File: config.mk
export PLATFORM = sky130hd
export DESIGN_NAME = mem_arbiter_flat
export DESIGN_NICKNAME = d
export VERILOG_FILES = /design/src/rtl/mem_arbiter_if.sv /design/src/rtl/mem_arbiter.sv /design/src/flat_wrapper.sv
export SDC_FILE = /design/constraint.sdc
export NUM_CORES = 1
export LEC_CHECK = 0
export CAP_MARGIN = 40
export CORE_AREA = 2 2 206 208
export DETAILED_ROUTE_END_ITERATION = 12
export DIE_AREA = 0 0 208 210
export GPL_ROUTABILITY_DRIVEN = 0
export SYNTH_ARGS = -nofsm -noshare
export SYNTH_HDL_FRONTEND = slang
export SYNTH_SLANG_ARGS = --single-unit
export TNS_END_PERCENT = 50
File: constraint.sdc
create_clock -name clk -period 1.77 [get_ports clk]
set_clock_uncertainty 0.2 [all_clocks]
set_input_delay 0.354 -clock clk [delete_from_list [all_inputs] [get_ports clk]]
set_output_delay 0.354 -clock clk [all_outputs]
set_load 0.02 [all_outputs]
File: src/rtl/mem_arbiter_if.sv
// ---------------------------------------------------------------------------
// mem_arbiter_if
//
// Bundles the three buses seen by the memory arbiter:
//   if_*  instruction-fetch requester (read-only, word accesses)
//   ls_*  load/store requester (byte/half/word/double, read or write)
//   m_*   single-ported memory (strobe cycle, response the cycle after)
//
// Modports:
//   slave  - the arbiter: consumes requests and memory responses, produces
//            requester responses and memory strobes.
//   master - the environment: requesters plus the memory itself.
// ---------------------------------------------------------------------------
interface mem_arbiter_if;

  // Instruction-fetch requester
  logic        if_req;
  logic [63:0] if_addr;
  logic [63:0] if_rdata;
  logic        if_ready;
  logic        if_exception;

  // Load/store requester
  logic        ls_req;
  logic        ls_we;
  logic [2:0]  ls_size;
  logic [63:0] ls_addr;
  logic [63:0] ls_wdata;
  logic [63:0] ls_rdata;
  logic        ls_ready;
  logic        ls_exception;

  // Memory side
  logic        m_read;
  logic        m_write;
  logic [2:0]  m_size;
  logic [63:0] m_addr;
  logic [63:0] m_wdata;
  logic [63:0] m_rdata;
  logic        m_exception;

  modport slave (
    input  if_req, if_addr,
    output if_rdata, if_ready, if_exception,
    input  ls_req, ls_we, ls_size, ls_addr, ls_wdata,
    output ls_rdata, ls_ready, ls_exception,
    output m_read, m_write, m_size, m_addr, m_wdata,
    input  m_rdata, m_exception
  );

  modport master (
    output if_req, if_addr,
    input  if_rdata, if_ready, if_exception,
    output ls_req, ls_we, ls_size, ls_addr, ls_wdata,
    input  ls_rdata, ls_ready, ls_exception,
    input  m_read, m_write, m_size, m_addr, m_wdata,
    output m_rdata, m_exception
  );

endinterface : mem_arbiter_if

File: src/rtl/mem_arbiter.sv
// ---------------------------------------------------------------------------
// mem_arbiter
//
// Shares one memory port between an instruction-fetch requester (IF) and a
// load/store requester (LS). Each access takes three cycles:
//   IDLE  - arbitrate and capture the winner's address/size/we/wdata
//   ISSUE - drive the captured fields on m_* for exactly one cycle
//   RESP  - forward m_rdata/m_exception with a one-cycle ready pulse
//
// LS normally wins a tie; after four consecutive LS grants taken while IF
// was also waiting, IF gets the next tie so it cannot be starved.
//
// Ports:
//   clk  - clock, all state changes on the rising edge
//   rst  - synchronous, active-high reset
//   bus  - mem_arbiter_if.slave (requester and memory buses)
// ---------------------------------------------------------------------------
module mem_arbiter (
  input  logic          clk,
  input  logic          rst,
  mem_arbiter_if.slave  bus
);

  typedef enum logic [2:0] {
    IDLE,
    ISSUE_IF,
    ISSUE_LS,
    RESP_IF,
    RESP_LS
  } state_e;

  localparam logic [2:0] SIZE_WORD  = 3'b010;
  localparam logic [2:0] STREAK_MAX = 3'd4;

  state_e      state_q, state_d;
  logic [2:0]  streak_q, streak_d;   // consecutive LS wins over a waiting IF
  logic [63:0] addr_q, addr_d;
  logic [63:0] wdata_q, wdata_d;
  logic [2:0]  size_q, size_d;
  logic        we_q, we_d;

  // Arbitration is only meaningful in IDLE; the next-state logic ignores
  // these signals in every other state.
  logic if_starved;
  logic grant_ls;
  logic grant_if;

  assign if_starved = bus.if_req && (streak_q == STREAK_MAX);
  assign grant_ls   = bus.ls_req && !if_starved;
  assign grant_if   = bus.if_req && !grant_ls;

  // -------------------------------------------------------------------------
  // State and captured request fields
  // -------------------------------------------------------------------------
  // NOTE: sequential state uses non-blocking assignments so every register
  // samples the pre-edge value of its neighbours, independent of block order.
  always_ff @(posedge clk) begin
    if (rst) begin
      state_q  <= IDLE;
      streak_q <= '0;
      addr_q   <= '0;
      wdata_q  <= '0;
      size_q   <= '0;
      we_q     <= 1'b0;
    end else begin
      state_q  <= state_d;
      streak_q <= streak_d;
      addr_q   <= addr_d;
      wdata_q  <= wdata_d;
      size_q   <= size_d;
      we_q     <= we_d;
    end
  end

  // -------------------------------------------------------------------------
  // Next-state logic
  // -------------------------------------------------------------------------
  // NOTE: every variable gets a hold-value default before the case so no
  // path leaves it unassigned, which would otherwise infer a latch.
  always_comb begin
    state_d  = state_q;
    streak_d = streak_q;
    addr_d   = addr_q;
    wdata_d  = wdata_q;
    size_d   = size_q;
    we_d     = we_q;

    unique case (state_q)
      IDLE: begin
        if (grant_ls) begin
          state_d = ISSUE_LS;
          addr_d  = bus.ls_addr;
          wdata_d = bus.ls_wdata;
          size_d  = bus.ls_size;
          we_d    = bus.ls_we;
          // The streak only grows while IF is actually being made to wait.
          if (bus.if_req) begin
            streak_d = (streak_q == STREAK_MAX) ? STREAK_MAX
                                                : streak_q + 3'd1;
          end else begin
            streak_d = '0;
          end
        end else if (grant_if) begin
          state_d  = ISSUE_IF;
          addr_d   = bus.if_addr;
          wdata_d  = '0;
          size_d   = SIZE_WORD;
          we_d     = 1'b0;
          streak_d = '0;
        end
      end
      ISSUE_IF: state_d = RESP_IF;
      ISSUE_LS: state_d = RESP_LS;
      RESP_IF:  state_d = IDLE;
      RESP_LS:  state_d = IDLE;
      default:  state_d = IDLE;
    endcase
  end

  // -------------------------------------------------------------------------
  // Outputs: decoded from the registered state only, and forced to zero in
  // any cycle with rst high so an aborted access never strobes memory or
  // pulses ready.
  // -------------------------------------------------------------------------
  always_comb begin
    bus.m_read       = 1'b0;
    bus.m_write      = 1'b0;
    bus.m_size       = '0;
    bus.m_addr       = '0;
    bus.m_wdata      = '0;
    bus.if_ready     = 1'b0;
    bus.if_exception = 1'b0;
    bus.if_rdata     = '0;
    bus.ls_ready     = 1'b0;
    bus.ls_exception = 1'b0;
    bus.ls_rdata     = '0;

    if (!rst) begin
      unique case (state_q)
        ISSUE_IF: begin
          bus.m_read = 1'b1;
          bus.m_size = size_q;
          bus.m_addr = addr_q;
        end
        ISSUE_LS: begin
          bus.m_read  = !we_q;
          bus.m_write = we_q;
          bus.m_size  = size_q;
          bus.m_addr  = addr_q;
          bus.m_wdata = wdata_q;
        end
        RESP_IF: begin
          bus.if_ready     = 1'b1;
          bus.if_exception = bus.m_exception;
          bus.if_rdata     = bus.m_rdata;
        end
        RESP_LS: begin
          bus.ls_ready     = 1'b1;
          bus.ls_exception = bus.m_exception;
          // A store returns no data even if memory drives something.
          bus.ls_rdata     = we_q ? '0 : bus.m_rdata;
        end
        default: ;
      endcase
    end
  end

endmodule : mem_arbiter

File: src/flat_wrapper.sv
// flat-port wrapper written by rule: the top's interface ports become plain ports
module mem_arbiter_flat 
  (clk, rst, bus_if_req, bus_if_addr, bus_if_rdata, bus_if_ready, bus_if_exception, bus_ls_req, bus_ls_we, bus_ls_size, bus_ls_addr, bus_ls_wdata, bus_ls_rdata, bus_ls_ready, bus_ls_exception, bus_m_read, bus_m_write, bus_m_size, bus_m_addr, bus_m_wdata, bus_m_rdata, bus_m_exception);
  mem_arbiter_if bus_i ();
  input  logic clk;
  input  logic rst;
  input wire logic [$bits(bus_i.if_req)-1:0] bus_if_req;
  input wire logic [$bits(bus_i.if_addr)-1:0] bus_if_addr;
  output wire logic [$bits(bus_i.if_rdata)-1:0] bus_if_rdata;
  output wire logic [$bits(bus_i.if_ready)-1:0] bus_if_ready;
  output wire logic [$bits(bus_i.if_exception)-1:0] bus_if_exception;
  input wire logic [$bits(bus_i.ls_req)-1:0] bus_ls_req;
  input wire logic [$bits(bus_i.ls_we)-1:0] bus_ls_we;
  input wire logic [$bits(bus_i.ls_size)-1:0] bus_ls_size;
  input wire logic [$bits(bus_i.ls_addr)-1:0] bus_ls_addr;
  input wire logic [$bits(bus_i.ls_wdata)-1:0] bus_ls_wdata;
  output wire logic [$bits(bus_i.ls_rdata)-1:0] bus_ls_rdata;
  output wire logic [$bits(bus_i.ls_ready)-1:0] bus_ls_ready;
  output wire logic [$bits(bus_i.ls_exception)-1:0] bus_ls_exception;
  output wire logic [$bits(bus_i.m_read)-1:0] bus_m_read;
  output wire logic [$bits(bus_i.m_write)-1:0] bus_m_write;
  output wire logic [$bits(bus_i.m_size)-1:0] bus_m_size;
  output wire logic [$bits(bus_i.m_addr)-1:0] bus_m_addr;
  output wire logic [$bits(bus_i.m_wdata)-1:0] bus_m_wdata;
  input wire logic [$bits(bus_i.m_rdata)-1:0] bus_m_rdata;
  input wire logic [$bits(bus_i.m_exception)-1:0] bus_m_exception;
  assign bus_i.if_req = bus_if_req;
  assign bus_i.if_addr = bus_if_addr;
  assign bus_if_rdata = bus_i.if_rdata;
  assign bus_if_ready = bus_i.if_ready;
  assign bus_if_exception = bus_i.if_exception;
  assign bus_i.ls_req = bus_ls_req;
  assign bus_i.ls_we = bus_ls_we;
  assign bus_i.ls_size = bus_ls_size;
  assign bus_i.ls_addr = bus_ls_addr;
  assign bus_i.ls_wdata = bus_ls_wdata;
  assign bus_ls_rdata = bus_i.ls_rdata;
  assign bus_ls_ready = bus_i.ls_ready;
  assign bus_ls_exception = bus_i.ls_exception;
  assign bus_m_read = bus_i.m_read;
  assign bus_m_write = bus_i.m_write;
  assign bus_m_size = bus_i.m_size;
  assign bus_m_addr = bus_i.m_addr;
  assign bus_m_wdata = bus_i.m_wdata;
  assign bus_i.m_rdata = bus_m_rdata;
  assign bus_i.m_exception = bus_m_exception;
  mem_arbiter u_core (.clk(clk), .rst(rst), .bus(bus_i));
endmodule
Word level (Yosys, flattened, before mapping)
Cells that the tools add are included.
- bits in read-only memories: 0
- word-level logic and storage cells: 61
- output and inout bits: 265
- input bits: 265
- bits in latches: 0
- bits in writable memories: 0
- register bits after elaboration: 138
- memories: 0
- muxes and demuxes: 38
- equal/unequal tests: 6
- bitwise operators: 0
- reduce and logical (&&, ||, !) cells: 10
- $add $sub $neg: 1
- shifts and indexed selects: 0
- magnitude comparators: 0
- divide/modulo/power cells: 0
- $mul: 0
- operator list (cell ; count):
    $mux W64 ; 13
    $mux W3 ; 10
    $mux W1 ; 13
    $pmux W3 S3 ; 1
    $eq A3 B2 Y1 const B ; 2
    $eq A3 B3 Y1 const B ; 2
    $add A3 B1 Y3 const B ; 1
    $eq A3 B1 Y1 const B ; 1
    $logic_and A1 B1 Y1 ; 3
    $logic_not A1 Y1 ; 3
    $logic_not A3 Y1 ; 1
    $ne A3 B1 Y1 const B ; 1
    $pmux W1 S2 ; 1
    $reduce_and A2 Y1 ; 1
    $reduce_bool A2 Y1 ; 1
    $reduce_or A2 Y1 ; 1

Longest topological paths before layout
Gate-level depths: netlist (run 1).
- depth after elaboration: 9
- gate-level depth with buffers: 7
- mapped depth without buffers: 5

Worst setup path after synthesis (run 1)
Ideal clock, no wire load.
- kind: input to output
- from: in rst
- to: out bus_ls_rdata[10]
- data required time: 1.216 ns
- path slack: -0.568 ns
- buffers on the path: 3
- arrival time: 1.784 ns
- stages on the path: 6
- cells stage by stage: clkbuf_1 -> nor4b_2 -> nor2b_1 -> buf_2 -> clkbuf_2 -> and2_1
- longest elaborated chain between the ends: 1
- ends and longest elaborated chain (element ; line ; RTL):
    start, declared ; flat_wrapper.sv:6 ; input logic rst;
    $mux W64 ; mem_arbiter.sv:138 ; if (!rst) begin
    end, declared ; flat_wrapper.sv:17 ; output wire logic [$bits(bus_i.ls_rdata)-1:0] bus_ls_rdata;
No other way between the ends.

Final worst setup path (run 1)
- from: reg u_core.state_q[2]
- to: out bus_m_wdata[18]
- longest elaborated chain between the ends: 3
- ends and longest elaborated chain (element ; line ; RTL):
    start, declared ; mem_arbiter.sv:35 ; state_e state_q, state_d;
    start signal, assigned ; mem_arbiter.sv:66 ; state_q <= state_d;
    $eq A3 B2 Y1 ; mem_arbiter.sv:139 ; unique case (state_q)
    $mux W64 ; mem_arbiter.sv:139 ;
    $mux W64 ; mem_arbiter.sv:138 ;
    end, declared ; flat_wrapper.sv:24 ; output wire logic [$bits(bus_i.m_wdata)-1:0] bus_m_wdata;
No other way between the ends.

==> impl_metrics.env, run 1 <==
export IMPL_critical_path_cell_chain="buf_6 -> nor4_4 -> buf_12 -> buf_12 -> clkbuf_16 -> and2_4 -> buf_6"
export IMPL_critPathMaxStageDelay_ps=430
export IMPL_post_route_util_pct=38.28
export IMPL_violations="negative setup slack"
export IMPL_dr_first_iter_drc_count=554
export IMPL_ys_top_cells_by_area="dfxtp_1 (35%), and2_1 (21%), a21oi_1 (8.6%)"
export IMPL_start_util_pct=19.07
export IMPL_status="finished with violations"
export IMPL_wl_um=46260
export IMPL_antenna_found_initial=14
export IMPL_crit_path_end_kind="primary output"
export IMPL_synthFlopType="dfxtp_1"
export IMPL_path_class="reg -> out"
export IMPL_drv_cap=0
export IMPL_clock_sinks=138
export IMPL_drt_first_pass_iters=5
export IMPL_clkTransAtPathRegs_ps=70
export IMPL_slowest_stage="nor4_4"
export IMPL_placed_area_mm2=0.01430
export IMPL_track_usage_pct=19.15
export IMPL_hold_viol=0
export IMPL_rrSetupSlack_ps=-700
export IMPL_required_ps=1220
export IMPL_grt_max_degree=75
export IMPL_coreArea_mm2=0.04148
export IMPL_yosysTopAreaCell="dfxtp_1"
export IMPL_grt_setup_unrepaired="true"
export IMPL_yosysSeqAreaShare_pct=34.92
export IMPL_syn_area_mm2=0.007911
export IMPL_setup_viol_count_final=400
export IMPL_vias_per_cell=4.817
export IMPL_numCtsBuffers=17
export IMPL_slew_headroom_pct=41.88
export IMPL_grt_pass1_vias=9833
export IMPL_leakage_nw=6.555
export IMPL_fin_nets=1835
export IMPL_synth_top_area_share_pct=34.92
export IMPL_place_ws_ps=-853.7
export IMPL_dieHeight_um=210
export IMPL_grt_overflow=0
export IMPL_drive_above_1_share_pct=39.85
export IMPL_cts_tree="done"
export IMPL_cts_root_buf="clkbuf_16"
export IMPL_synth_seq_cells=138
export IMPL_area_growth_pct=100.7
export IMPL_min_path_type="in -> reg"
export IMPL_cts_hold_buf=0
export IMPL_timing_final_crit_share_pct=144.4
export IMPL_rows=75
export IMPL_syn_nets=1300
export IMPL_design_area_mm2=0.01588
export IMPL_async_reset_ff_share_pct=0
export IMPL_clk_latency_ps=430
export IMPL_pin_count=530
export IMPL_fp_dieW_um=208
export IMPL_max_vdd_ir_drop_v=0.0006352
export IMPL_synth_edf_count=0
export IMPL_path_max_fanout=7
export IMPL_synth_warnings=0
export IMPL_syn_area_per_cell_um2=7.659
export IMPL_start_kind="register"
export IMPL_die_area_mm2=0.04368
export IMPL_drc=0
export IMPL_syn_inst=1033
export IMPL_drv_slew=0
export IMPL_tightest_slew_ps=871.8
export IMPL_portBuffers=529
export IMPL_arrival_ps=2000
export IMPL_wire_per_inst_um=21.76
export IMPL_synth_distinct_cells=36
export IMPL_grt_pass1_wl_um=63510
export IMPL_clockBufferDepth=2
export IMPL_num_vias=10242
export IMPL_period_needed_ps=2555
export IMPL_htreeDepth=4
export IMPL_hpwlAfterDp_um=32240
export IMPL_power_per_cell_area_mw_per_mm2=631.8
export IMPL_power_w=0.01003
export IMPL_finalWorstSetupSlack_ps=-785.1
export IMPL_fmax_ghz=0.3914
export IMPL_ant_nets=0
export IMPL_hold_ws_ps=97.30
registers in the layout, summed over array words and instances (netlist names):
register	cells
u_core.streak_q	3
u_core.addr_q	64
u_core.we_q	1
u_core.size_q	3
u_core.wdata_q	64
u_core.state_q	3
worst max-delay path, delay by kind of cell, from the launching register on:
kind / cells / cell delay (ps)
buffers and inverters: 5 / 680
and+or+nand+nor: 2 / 570
DFF: 1 / 330
kinds of logic (layout without fill, tap and decap cells):
logic type                 count (synthesis)  after routing  share of synthesized area (%)
buffers and inverters                    136            684                          7.639
other                                      0              6                              0
DFF                                      138            138                          34.92
and+or+nand+nor                          419            419                          32.58
xor gates and xnor gates                   1              1                         0.1107
adders and majority gates                  2              2                         0.3163
AOI/OAI and AO/OA                        337            337                          24.43
through the flow:
step           TNS, ps  cells
2_1_floorplan   -34760   1033
3_3_place_gp   -232460   2038
5_1_grt        -301130   2125
6_report       -265210   2126
4_1_cts        -248790   2093
3_5_place_dp   -234730   2038
cell usage in the layout, fill, tap and decap left out, types with 2 or more instances in the layout:
cell / count
buf_12: 37
ha_1: 2
bufinv_16: 2
dfxtp_4: 2
buf_6: 147
buf_4: 142
and2_1: 65
inv_1: 3
buf_8: 2
buf_16: 7
clkdlybuf4s50_1: 262
o21ai_0: 114
nor3_4: 3
nand4_1: 69
dfxtp_1: 135
a21oi_1: 136
inv_6: 5
a311oi_1: 64
and2_4: 130
and2_2: 68
nor3_1: 3
clkbuf_16: 28
diode_2: 6
buf_2: 37
nand3_1: 65
o21ai_1: 20
clkinv_4: 4
final cells by class:
class                           count  area, um^2
Clock buffer                       19       442.9
Clock inverter                     13       155.1
Antenna cell                        6       15.01
Tap cell                          539       674.4
Inverter                            4       15.01
Timing Repair Buffer              648        6789
Multi-Input combinational cell    759        5015
Fill cell                        4221       25600
Sequential cell                   138        2771
path summary, 6_finish.rpt:
| kind | depth (start not counted) | start | endpoint |
|---|---|---|---|
| worst max-delay path | 7 | u_core.state_q[2] | bus_m_wdata[18] |
| worst min-delay path | 3 | rst | u_core.wdata_q[43] |
| worst max register to register | 9 | u_core.state_q[2] | u_core.addr_q[7] |
| worst min register to register | 2 | u_core.size_q[2] | u_core.size_q[2] |
power by group:
group          total, W  internal (W)  switching (W)
Clock           0.00373       0.00215        0.00157
Combinational   0.00274       0.00144        0.00130
Sequential      0.00356       0.00340       0.000160
Total            0.0100       0.00700        0.00303
timing repair:
action                     4_1_cts  5_1_grt
setup endpoints to repair      400      400
resized for setup             1087      361
buffers inserted                14       20
gates cloned                    10       13
pin swaps                       25       46
metal layers:
layer,track usage [%],up-vias,share of wire (%)
li1,-,4787,-
met1,20.09,4886,36
met2,36.57,478,54
met3,3.993,89,5.7
met4,8.584,2,4.4
met5,0,-,0.019
synth_stat cells, types with 2 or more instances:
| library cell | instances |
|---|---|
| buf_2 | 17 |
| a21oi_1 | 136 |
| buf_4 | 13 |
| nor2b_1 | 2 |
| a311oi_1 | 64 |
| o21ai_0 | 117 |
| and2_1 | 263 |
| buf_1 | 2 |
| nand3_1 | 66 |
| clkbuf_2 | 13 |
| nand2_1 | 2 |
| inv_1 | 4 |
| o21ai_1 | 17 |
| dfxtp_1 | 138 |
| clkbuf_1 | 86 |
| ha_1 | 2 |
| nand4_1 | 69 |
| nor3_1 | 4 |
Note: power is estimated with default switching activity, not from simulation.
==> run 2, diff against run 1 <==
- CORE_AREA: 2 2 206 208 -> 8 8 200 202
- DONT_BUFFER_PORTS: not set -> 1
==> run 2 against run 1 <==
  * The flow finishes with violations (negative hold slack, negative setup slack)
  * Flip-flop and latch count unchanged
  * Wire length decreased by 13%
  * Count of clock-buffer cells in the layout unchanged
  * First-iteration DRC count increased by 26%
  * Largest cell class is now multi-input gates
  * Highest routed layer unchanged
==> impl_metrics.env, run 2 (synthesized netlist as in run 1, its figures left out) <==
export IMPL_critPathBufInv=4
export IMPL_status="finished with violations"
export IMPL_arrival_ps=1860
export IMPL_vias_per_cell=5.441
export IMPL_max_vdd_ir_drop_v=0.0006387
export IMPL_grt_max_degree=142
export IMPL_cts_hold_buf=1
export IMPL_timing_final_crit_share_pct=136.6
export IMPL_htreeDepth=4
export IMPL_pin_count=530
export IMPL_power_per_cell_area_mw_per_mm2=873.0
export IMPL_start_util_pct=21.41
export IMPL_critical_path_cell_chain="buf_4 -> nor4_4 -> buf_6 -> buf_12 -> clkbuf_16 -> and2_4"
export IMPL_drv_cap=0
export IMPL_portBuffers=0
export IMPL_antenna_found_initial=2
export IMPL_hold_ws_ps=-200.6
export IMPL_dr_first_iter_drc_count=697
export IMPL_fmax_ghz=0.4135
export IMPL_path_max_fanout=7
export IMPL_tightest_slew_ps=401.6
export IMPL_hpwlAfterDp_um=29030
export IMPL_layout_common_cells="and2_4 (219), a21oi_1 (136), dfxtp_1 (136)"
export IMPL_wire_per_inst_um=26.87
export IMPL_clkTransAtPathRegs_ps=70
export IMPL_leakage_nw=3.841
export IMPL_track_usage_pct=16.28
export IMPL_min_path_type="in -> reg"
export IMPL_grt_pass1_wl_um=54200
export IMPL_clk_latency_ps=430
export IMPL_period_needed_ps=2418
export IMPL_path_class="reg -> out"
export IMPL_grt_pass1_vias=7802
export IMPL_violations="negative hold slack, negative setup slack"
export IMPL_rows=71
export IMPL_numCtsBuffers=17
export IMPL_setup_viol_count_final=400
export IMPL_coreArea_mm2=0.03696
export IMPL_critical_path_top_delay_family="buffers and inverters"
export IMPL_drive_above_1_share_pct=36.65
export IMPL_dieHeight_um=210
export IMPL_drc=0
export IMPL_multiInputGateArea_mm2=0.005176
export IMPL_slowest_stage="dfxtp_4"
export IMPL_drv_slew=0
export IMPL_clock_sinks=138
export IMPL_num_vias=8172
export IMPL_crit_path_end_kind="primary output"
export IMPL_start_kind="register"
export IMPL_final_common_cell="and2_4"
export IMPL_cts_tree="done"
export IMPL_grt_setup_unrepaired="true"
export IMPL_slew_headroom_pct=73.23
export IMPL_critPathMaxStageDelay_ps=360
export IMPL_ant_nets=0
export IMPL_top_regs="u_core.addr_q x64, u_core.wdata_q x64"
export IMPL_drt_first_pass_iters=6
export IMPL_required_ps=1220
export IMPL_wl_um=40370
export IMPL_nFillCells=3866
export IMPL_clockBufferDepth=2
export IMPL_hold_viol=136
export IMPL_seqCellArea_mm2=0.002770
export IMPL_cts_root_buf="clkbuf_16"
export IMPL_grt_overflow=0
export IMPL_power_w=0.009101
export IMPL_finalWorstSetupSlack_ps=-648.4
export IMPL_area_growth_pct=31.77
export IMPL_fin_nets=1281
export IMPL_fp_dieW_um=208
export IMPL_die_area_mm2=0.04368
export IMPL_tns_ps=-170930
==> run 2: changes by cell type in the layout (fill, tap and decap cells not counted), sizes merged <==
cell | previous run | this run
clkdlybuf4s50 | 262 | 0
clkinvlp | 0 | 2
buf | 372 | 86
bufinv | 2 | 4
dlygate4sd3 | 0 | 1
diode | 6 | 2
clkinv | 6 | 1
dlygate4sd2 | 1 | 0
clkbuf | 32 | 26
==> run 2: metal layers <==
layer	wire length [um]	vias up	global-route usage (%)
li1	-	3652	-
met1	13750	3876	16.43
met2	21540	564	30.25
met3	3609	78	5.792
met4	1450	2	6.730
met5	13	-	0
==> run 2: final cells by class <==
| cell class | count | share of cell area [%] |
|---|---|---|
| antenna | 2 | 0.04801 |
| clock inverter | 12 | 1.800 |
| tap | 474 | 5.689 |
| timing repair buffer | 94 | 11.94 |
| sequential | 138 | 26.57 |
| inverter | 4 | 0.1440 |
| multi-input combinational | 759 | 49.65 |
| clock buffer | 19 | 4.153 |
==> run 2: power by group <==
part / switching (W) / total [W] / internal (W)
sequential: 0.000177 / 0.00358 / 0.00340
combinational: 0.000946 / 0.00163 / 0.000680
clock: 0.00152 / 0.00389 / 0.00237
total: 0.00264 / 0.00910 / 0.00646
==> run 2: what timing repair did <==
item	in CTS	in global routing
buffers inserted	2	6
cloned	1	12
pin swaps	9	53
hold endpoints to repair	138	136
setup endpoints to repair	401	401
resized for setup	168	180
==> run 2: worst register-to-register path: stages, from the launching register on <==
cell	delay [ps]
dfxtp_1	310
buf_4	180
or3_2	590
nor2_8	160
buf_12	240
a311oi_1	240
==> run 2: worst paths after layout <==
kind	end	from	depth (start not counted)	slack, ps
max	bus_m_wdata[48]	u_core.state_q[0]	6	-650
min	u_core.wdata_q[41]	rst	1	-200
max reg2reg	u_core.addr_q[61]	u_core.state_q[2]	5	-300
min reg2reg	u_core.wdata_q[47]	u_core.wdata_q[47]	2	270
==> run 2: per-stage QoR <==
stage	instance area (um^2)	utilization (%)	std cells	setup WS, ps
after CTS	9853	26.66	1482	-684.7
after floorplan	8144	-	1033	-343.1
after global routing	10430	28.21	1502	-718.7
final	10430	28.21	1502	-648.4
after global placement	8957	24.24	1447	-324.6
after detailed placement	8957	24.24	1447	-332.2
==> run 3, diff against run 2 <==
- CORE_AREA: 8 8 200 202 -> 8 8 203 205
- DIE_AREA: 0 0 208 210 -> 0 0 211 213
- GPL_TIMING_DRIVEN: not set -> 0
==> run 3 against run 2 <==
  * The run still ends with negative hold slack, negative setup slack left
  * Non-clock buffer count is 264 higher
  * Highest routed layer unchanged
  * Sequential power hardly changed
  * Critical endpoint is now bus_ls_rdata[61]
  * Die area is 2.9% higher
  * Largest power group unchanged
  * Flip-flop and latch count stayed put
  * Utilization rose by 4.6 points
  * Critical path type unchanged
  * First-iteration DRC count down 7.7%
  * Sequential share of layout area shrank 4.4 points
==> impl_metrics.env, run 3 (synthesized netlist as in run 1, its figures left out) <==
export IMPL_dieHeight_um=213
export IMPL_status="finished with violations"
export IMPL_grt_overflow=0
export IMPL_drv_slew=0
export IMPL_dr_first_iter_drc_count=643
export IMPL_ant_nets=0
export IMPL_path_class="reg -> out"
export IMPL_rows=72
export IMPL_hold_viol=1
export IMPL_arrival_ps=2350
export IMPL_start_util_pct=20.76
export IMPL_wire_per_inst_um=26.17
export IMPL_drt_first_pass_iters=8
export IMPL_pin_count=530
export IMPL_track_usage_pct=19.09
export IMPL_drc=0
export IMPL_cts_root_buf="clkbuf_16"
export IMPL_hpwlAfterDp_um=35360
export IMPL_power_frac_comb_pct=24.9
export IMPL_clock_sinks=138
export IMPL_period_needed_ps=2907
export IMPL_clockBufferDepth=2
export IMPL_place_ws_ps=-1130
export IMPL_timing_final_crit_share_pct=164.2
export IMPL_coreArea_mm2=0.03811
export IMPL_fp_dieW_um=211
export IMPL_portBuffers=0
export IMPL_internal_power_w=0.006395
export IMPL_fin_nets=1546
export IMPL_grt_pass1_vias=9656
export IMPL_tightest_slew_ps=859.7
export IMPL_die_area_mm2=0.04494
export IMPL_clk_latency_ps=450
export IMPL_grt_pass1_wl_um=64430
export IMPL_final_common_cell="dlygate4sd3_1"
export IMPL_cpMostUsedCell="buf_6"
export IMPL_start_kind="register"
export IMPL_design_area_mm2=0.01250
export IMPL_critPathMaxStageDelay_ps=600
export IMPL_grt_max_degree=18
export IMPL_clkTransAtPathRegs_ps=80
export IMPL_leakage_nw=4.635
export IMPL_layout_common_cells="dlygate4sd3_1 (194), dfxtp_1 (135), a21oi_1 (130)"
export IMPL_top_regs="u_core.addr_q x64, u_core.wdata_q x64"
export IMPL_setup_viol_count_final=400
export IMPL_finalWorstSetupSlack_ps=-1137
export IMPL_drive_above_1_share_pct=30.11
export IMPL_slew_headroom_pct=42.25
export IMPL_power_per_cell_area_mw_per_mm2=773.4
export IMPL_p_sw_w=0.003270
export IMPL_antenna_found_initial=2
export IMPL_tns_ps=-259810
export IMPL_post_route_util_pct=32.79
export IMPL_placed_area_mm2=0.008822
export IMPL_cts_tree="done"
export IMPL_path_max_fanout=7
export IMPL_multiInputGateArea_mm2=0.005154
export IMPL_nFillCells=3876
export IMPL_area_growth_pct=57.96
export IMPL_htreeDepth=4
export IMPL_drv_cap=0
export IMPL_clkPwrFrac_pct=38.2
export IMPL_grt_setup_unrepaired="true"
export IMPL_critical_path_cell_chain="buf_6 -> nor4b_4 -> nor2b_4 -> buf_12 -> buf_6 -> and2_4"
export IMPL_num_vias=9524
export IMPL_power_frac_seq_pct=36.9
export IMPL_slowest_stage="nor4b_4"
export IMPL_wl_um=47420
export IMPL_vias_per_cell=5.256
export IMPL_violations="negative hold slack, negative setup slack"
export IMPL_crit_path_end_kind="primary output"
export IMPL_seqCellArea_mm2=0.002769
export IMPL_p_sw_share_pct=33.84
export IMPL_fmax_ghz=0.3440
export IMPL_hold_ws_ps=-7.711
export IMPL_required_ps=1220
export IMPL_min_path_type="in -> reg"
export IMPL_numCtsBuffers=17
export IMPL_max_vdd_ir_drop_v=0.0005263
export IMPL_power_w=0.009665
run 3: cell count changes in the layout (fill, tap and decap cells not counted), moves of 8 or more:
cell           change
buf_6              +8
o21ai_0           -15
buf_12            -22
buf_2             +11
dlygate4sd3_1    +193
and2_4           -103
clkbuf_2          +11
and2_2            +74
and2_1            +29
buf_4             -19
o21ai_2           +15
buf_8             +11
clkbuf_1          +60
run 3: routing by layer:
layer	up-vias	wire length (um)	track usage [%]
met5	-	19	0
met4	2	1884	9.001
met3	127	3553	4.653
met2	610	26130	37.01
met1	4585	15830	18.81
li1	4200	-	-
run 3: final timing paths:
kind,from,end,slack [ps],cells after the start
max,u_core.state_q[0],bus_ls_rdata[61],-1140,6
min,bus_ls_addr[1],u_core.addr_q[1],-8,2
max reg2reg,u_core.state_q[0],u_core.addr_q[43],-510,8
min reg2reg,u_core.wdata_q[45],u_core.wdata_q[45],260,2
run 3: timing repair:
item	4_1_cts	5_1_grt
pin swaps	10	72
resized for setup	230	167
gates cloned	0	8
setup endpoints to repair	401	401
hold buffers	194	0
endpoints found under the hold margin	132	0
setup buffers	5	20
run 3: metrics by stage:
step | instances | hold slack, ps
finish | 1812 | -7.711
global route | 1811 | 11.77
CTS | 1784 | 3.222
detailed placement | 1553 | 261.8
global placement | 1551 | 258.3
floorplan | 1033 | 248.9
run 3: worst max-delay path, delay by kind of cell, from the launching register on:
| kind | cells | cell delay, ps |
|---|---|---|
| buf+inv | 3 | 440 |
| flops | 1 | 310 |
| simple gates | 3 | 1140 |
run 3: area by class of cell:
| type | instances | share of cell area [%] |
|---|---|---|
| Inverter | 4 | 0.1201 |
| Tap cell | 518 | 5.186 |
| Antenna cell | 2 | 0.04005 |
| Buffer | 130 | 7.869 |
| Clock inverter | 15 | 1.362 |
| Multi-Input combinational cell | 760 | 41.24 |
| Sequential cell | 138 | 22.16 |
| Clock buffer | 17 | 3.404 |
| Timing Repair Buffer | 228 | 18.62 |
run 3: power by group through the flow:
| stage | combinational (W) | sequential, W | clock, W |
|---|---|---|---|
| 2_1_floorplan | 0.00117 | 0.00355 | 0 |
| 3_3_place_gp | 0.00156 | 0.00359 | 0 |
| 3_5_place_dp | 0.00159 | 0.00360 | 0 |
| 4_1_cts | 0.00209 | 0.00354 | 0.00374 |
| 5_1_grt | 0.00256 | 0.00359 | 0.00388 |
| 6_report | 0.00240 | 0.00357 | 0.00369 |
